<file path="src/rtl/and8_operand_collector.sv">
// and8_operand_collector: packs serial operand words into slots a..h for an 8-input AND stage
module and8_operand_collector #(
  parameter int Port_Num = 2,
  parameter int WIDTH    = 8
) (
  input  logic             clk,
  input  logic             rst,
  input  logic             in_valid,
  output logic             in_ready,
  input  logic [WIDTH-1:0] in_data,
  input  logic             in_last,
  output logic [WIDTH-1:0] a,
  output logic [WIDTH-1:0] b,
  output logic [WIDTH-1:0] c,
  output logic [WIDTH-1:0] d,
  output logic [WIDTH-1:0] e,
  output logic [WIDTH-1:0] f,
  output logic [WIDTH-1:0] g,
  output logic [WIDTH-1:0] h,
  output logic             out_valid,
  input  logic             out_ready,
  output logic [3:0]       count
);
  typedef enum logic {FILL, HOLD} state_t;
  state_t           r_state, w_next;
  logic [3:0]       r_count;
  logic [WIDTH-1:0] w_slot [8];
  logic             w_accept, w_done, w_release;
  if (Port_Num < 1 || Port_Num > 8) begin : g_bad_port_num
    $error("and8_operand_collector: Port_Num must be 1..8");
  end
  assign in_ready  = ~rst & (r_state == FILL);
  assign w_accept  = in_valid & in_ready;
  assign w_done    = w_accept & (in_last | (r_count == 4'(Port_Num - 1)));
  assign w_release = (r_state == HOLD) & out_ready;
  assign out_valid = r_state == HOLD;
  assign count     = r_count;
  // state register
  always_ff @(posedge clk or posedge rst)
    if (rst) r_state <= FILL;
    else     r_state <= w_next;
  // close the group on the final accept, reopen when the consumer takes it
  always_comb w_next = w_done ? HOLD : (w_release ? FILL : r_state);
  // count doubles as the write index of the next slot
  always_ff @(posedge clk or posedge rst)
    if (rst)            r_count <= '0;
    else if (w_release) r_count <= '0;
    else if (w_accept)  r_count <= r_count + 4'd1;
  for (genvar i = 0; i < 8; i++) begin : g_slot
    if (i < Port_Num) begin : g_reg
      logic [WIDTH-1:0] r_q;
      // slot loads its word when addressed, returns to all-ones on handoff
      always_ff @(posedge clk or posedge rst)
        if (rst)                                  r_q <= '1;
        else if (w_release)                       r_q <= '1;
        else if (w_accept && r_count == 4'(i))    r_q <= in_data;
      assign w_slot[i] = r_q;
    end else begin : g_ones
      assign w_slot[i] = '1;
    end
  end
  assign a = w_slot[0];
  assign b = w_slot[1];
  assign c = w_slot[2];
  assign d = w_slot[3];
  assign e = w_slot[4];
  assign f = w_slot[5];
  assign g = w_slot[6];
  assign h = w_slot[7];
endmodule

</file>
<file path="config.mk">
export PLATFORM = sky130hd
export DESIGN_NAME = and8_operand_collector
export DESIGN_NICKNAME = d
export VERILOG_FILES = /design/src/rtl/and8_operand_collector.sv
export SDC_FILE = /design/constraint.sdc
export NUM_CORES = 1
export LEC_CHECK = 0
export CAP_MARGIN = 20
export CELL_PAD_IN_SITES_DETAIL_PLACEMENT = 1
export CELL_PAD_IN_SITES_GLOBAL_PLACEMENT = 1
export CORE_MARGIN = 3
export CORE_UTILIZATION = 24
export DETAILED_ROUTE_END_ITERATION = 10
export PLACE_DENSITY_LB_ADDON = 0.1
export SYNTH_ARGS = -nofsm -noshare
export SYNTH_HDL_FRONTEND = slang
export SYNTH_SLANG_ARGS = --single-unit
export TNS_END_PERCENT = 50
</file>
<file path="constraint.sdc">
create_clock -name clk -period 1.35 [get_ports clk]
set_input_delay 0.2025 -clock clk [delete_from_list [all_inputs] [get_ports clk]]
set_output_delay 0.2025 -clock clk [all_outputs]
set_load 0.01 [all_outputs]
</file>
# Yosys cells after proc, flatten, opt, wreduce, memory -nomap -nowiden
# Cells that the tools add are included.
# word_totals
out_inout_bits,70
reg_bits,21
word_cells,28
in_bits,13
# op_classes
n_bitwise,7
reduce_logical,7
eq_ne,1
addsub,1
n_mux,8
# ops
cell,n
$mux 8,4
$mux 4,2
$reduce_bool 2->1,4
$add 4x1->4 const B,1
$and 1x1->1,4
$eq 4x1->1 const B,1
$logic_not 4->1,1
$logic_and 1x1->1,2
$mux 1,2
$not 1->1,2
$or 1x1->1,1

# Longest topological paths before layout
# logic_depth
ltp_word,6
mapped_depth,6
ltp_nobuf,5

# Worst setup path before layout
# Ideal clock, no wire load.
# synth_path
path_kind,flip-flop to flip-flop
from,"reg r_count[0], in the netlist count[0]"
to,"reg g_slot[0].g_reg.r_q[0], in the netlist a[0]"
t_arrival_ns,1.388
path_buffers,0
setup_time_ns,0.082
path_slack_ns,-0.120
stages_incl_launch_ff,6
path_cell_list,dfrtp_1 inv_1 ha_1 and4bb_2 and3_1 a211o_1
# synth_via
elab_chain_len,3
# synth_lines
item,line,rtl
start: declaration,26,logic [3:0] r_count;
start signal: assignment,48,else if (w_accept) r_count <= r_count + 4'd1;
$logic_not 4->1,56,else if (w_accept && r_count == 4'(i)) r_q <= in_data;
$logic_and 1x1->1,56,
$reduce_bool 2->1 (no line),--,
end signal: assignment,56,
end: declaration,51,logic [WIDTH-1:0] r_q;
# No other way between the ends.
# A chain may end at the register's enable or synchronous reset.

# Final worst setup path
# layout_path
from,"reg r_count[0], in the netlist count[0]"
to,"reg g_slot[1].g_reg.r_q[0], in the netlist b[0]"
# layout_via
elab_chain_len,3
# layout_lines
item,line
$eq 4x1->1,56
$logic_and 1x1->1,56
$reduce_bool 2->1 (no line),--
end signal: assignment,56
end: declaration,51
# No other way between the ends.

==> results by group <==
Run status
  • Failing checks: setup timing
  • Status: finished with violations

Timing
  • Total Neg Setup Slack: -1.34 ns
  • Clk_skew: 0.00195 ns
  • Final setup violation count: 16
  • Final hold violations: 0
  • Final worst slack: -0.0949 ns
  • RSZ-0062 raised after global routing: yes
  • Fin. max-slew vios: 0
  • Final Cycle Share: 1.07
  • Min Tclk post-route: 1.44 ns
  • Fmax: ~690 MHz

Synth
  • EDFF count, synth: 0
  • Post-synth top cells: buf_4, a211o_1, and3_1, dfstp_2
  • Area leader, netlist: dfstp_2
  • Synth cell types: 22
  • Ys async rst share: 1.00
  • Post-synthesis register bit count: 21
  • Count leader, synth: buf_4
  • Synth Cell Area: about 0.0014 sq mm
  • Cell count after synthesis: between 100 and 150
  • Top FF cell, synth: dfstp_2
  • Avg Cell Area, Syn: 10.2 sq um
  • Yosys warns: 0
  • Share of the synthesized area in the top cell type: 0.307
  • Synth area leaders: dfstp_2, buf_4, a211o_1
  • Seq/Total Area, Yosys: 0.398

Drt
  • Drt wl/cell: between 10 and 15 microns
  • Routed vias/inst: just under 4
  • ANT nets after route: 0
  • Initial DRC count: 16
  • Via count: between 900 and 1k
  • DRT Wirelength: roughly 3.6 mm
  • First-pass iteration count of the detailed router: 4
  • Post-route DRC: 0

Final layout
  • Reg area: 548 sq um
  • Ant. Diodes: 0
  • Filler instances: 646
  • Post-layout util: 0.339
  • Final instance area: 0.00180 sq mm
  • Multi-input logic area: ~660 sq um
  • Nets: 199
  • Layout area overhead: 31.1%
  • Fraction of layout cells with a size suffix above 1: 0.247

Floorplanning
  • Core area: ~0.0053 sq mm
  • Chip Height: 81.6 microns
  • Initial core utilization: 0.258
  • Rows: 26
  • Die area: approximately 0.0067 sq mm
  • Die W: about 80 microns
  • Io pins: 83

Setup path
  • CP endpoint kind: flop
  • Crit Path Max Fanout: 8
  • CP Launch Type: flop
  • Setup CP Type: reg -> reg
  • WP data required: 1.54 ns
  • Critical path arrival: around 1.6 ns

Clock tree
  • # H-tree levels: 1
  • CTS buffer count: 3
  • Clock buffer depth: 2
  • Reg clk slew, reported paths: approximately 0.080 ns
  • CTS tree: built
  • Worst skew pair latency: 0.26 ns
  • Clock Tree Root: clkbuf_8
  • Clock Sink Count: 21
  • Hold-fix buffers, CTS: 0

Global routing
  • Vias in the first global route: 1040
  • Initial antenna violation count: 0
  • GR peak layer: met2
  • GRT Resource Usage Total: 0.102
  • GR met1 Demand/Resource: 0.122
  • Total grt overflow: 0
  • Global-route wire length before repair: approximately 5.2 mm
  • Largest net degree at the start of global routing: 22
  • Met2 Use GR: 0.183
  • Met3 GRT Util: 0.0241

Flow run
  • MaxCap Viol Count: 0

Placed design
  • GPL Wtd Cong: approximately 0.74
  • Worst slack, placed: -0.324 ns
  • PortBufs: 34
  • Hpwl dp: about 2.7 mm
  • Placed Area: roughly 0.0017 sq mm

Pwr
  • IR drop worst, VDD: 0.719 mV
  • Leak: ~0.91 nW
  • PwrDens: 1800 mW/mm^2
  • Power Total: ~3.2 mW

Hold path
  • Worst Hold Class: reg -> reg
## layer usage
metal / wire length (microns) / vias to the layer above / share of wire
met5: 0 / - / 0
met4: 0 / 0 / 0
met3: 242 / 0 / 0.067
met2: 1880 / 42 / 0.52
met1: 1470 / 496 / 0.41
li1: - / 459 / -
## worst max-delay path: stages, from the launching register on
cell and delay [ns]:
dfrtp_2 0.44, ha_4 0.16, nor4bb_4 0.14, buf_6 0.14, buf_12 0.13, and3_1 0.14
a211o_1 0.22
## stage by stage
| step | hold slack (ns) | cells |
|---|---|---|
| after floorplan | 0.167 | 181 |
| after global placement | 0.516 | 246 |
| after detailed placement | 0.516 | 246 |
| after CTS | 0.501 | 250 |
| after global routing | 0.534 | 252 |
| final | 0.516 | 252 |
## cells by family after synthesis
kind of cell             after synthesis  synth area share
AO/OA/AOI/OAI                         17             0.106
AND/OR/NAND/NOR                       33             0.150
XOR/XNOR                               1           0.00639
flip-flops                            21             0.398
adder cells (fa/ha/maj)                3            0.0274
other                                  1           0.00274
multiplexers                           3            0.0219
buffers and inverters                 55             0.288
## repair_timing
item | 4_1_cts | 5_1_grt
buffers inserted | 0 | 2
setup endpoints to repair | 39 | 19
pin swaps | 6 | 12
resized for setup | 26 | 12
gates cloned | 0 | 1
## final cells by class
cell class	count	share of cell area
well taps	70	0.0487
clock buffers	4	0.0251
multi-input cells	106	0.369
inverters	3	0.00627
repair buffers	48	0.246
flip-flops and latches	21	0.305
## report_power, final
part / total [mW] / switching, mW / internal [mW]
Sequential: 1.27 / 0.190 / 1.08
Combinational: 1.55 / 0.761 / 0.794
Clock: 0.420 / 0.210 / 0.210
Total: 3.24 / 1.16 / 2.08
## placed cells by master (no fill, tap or decap), drive strengths merged, types with 2 or more instances in the layout
cell,n
conb,48
ha,3
dfrtp,5
buf,15
dlygate4sd2,18
clkdlybuf4s50,12
nor2,4
mux2i,3
clkbuf,5
nand2,8
clkdlybuf4s15,2
dfstp,16
inv,3
a211o,16
and3,16
## path summary, 6_finish.rpt
kind,to,slack (ns),cells past startpoint,startpoint
max,b[0],-0.09,6,count[0]
min,count[3],0.52,1,count[3]
max reg2reg,b[0],-0.09,6,count[0]
min reg2reg,count[3],0.52,1,count[3]
max in group asynchronous,b[5],0.51,4,rst
min in group asynchronous,count[1],0.56,4,rst
## registers in the layout, summed over array words and instances (netlist names)
signal     flops
b              8
count          4
a              8
out_valid      1
Note: power is estimated with default switching activity, not from simulation.
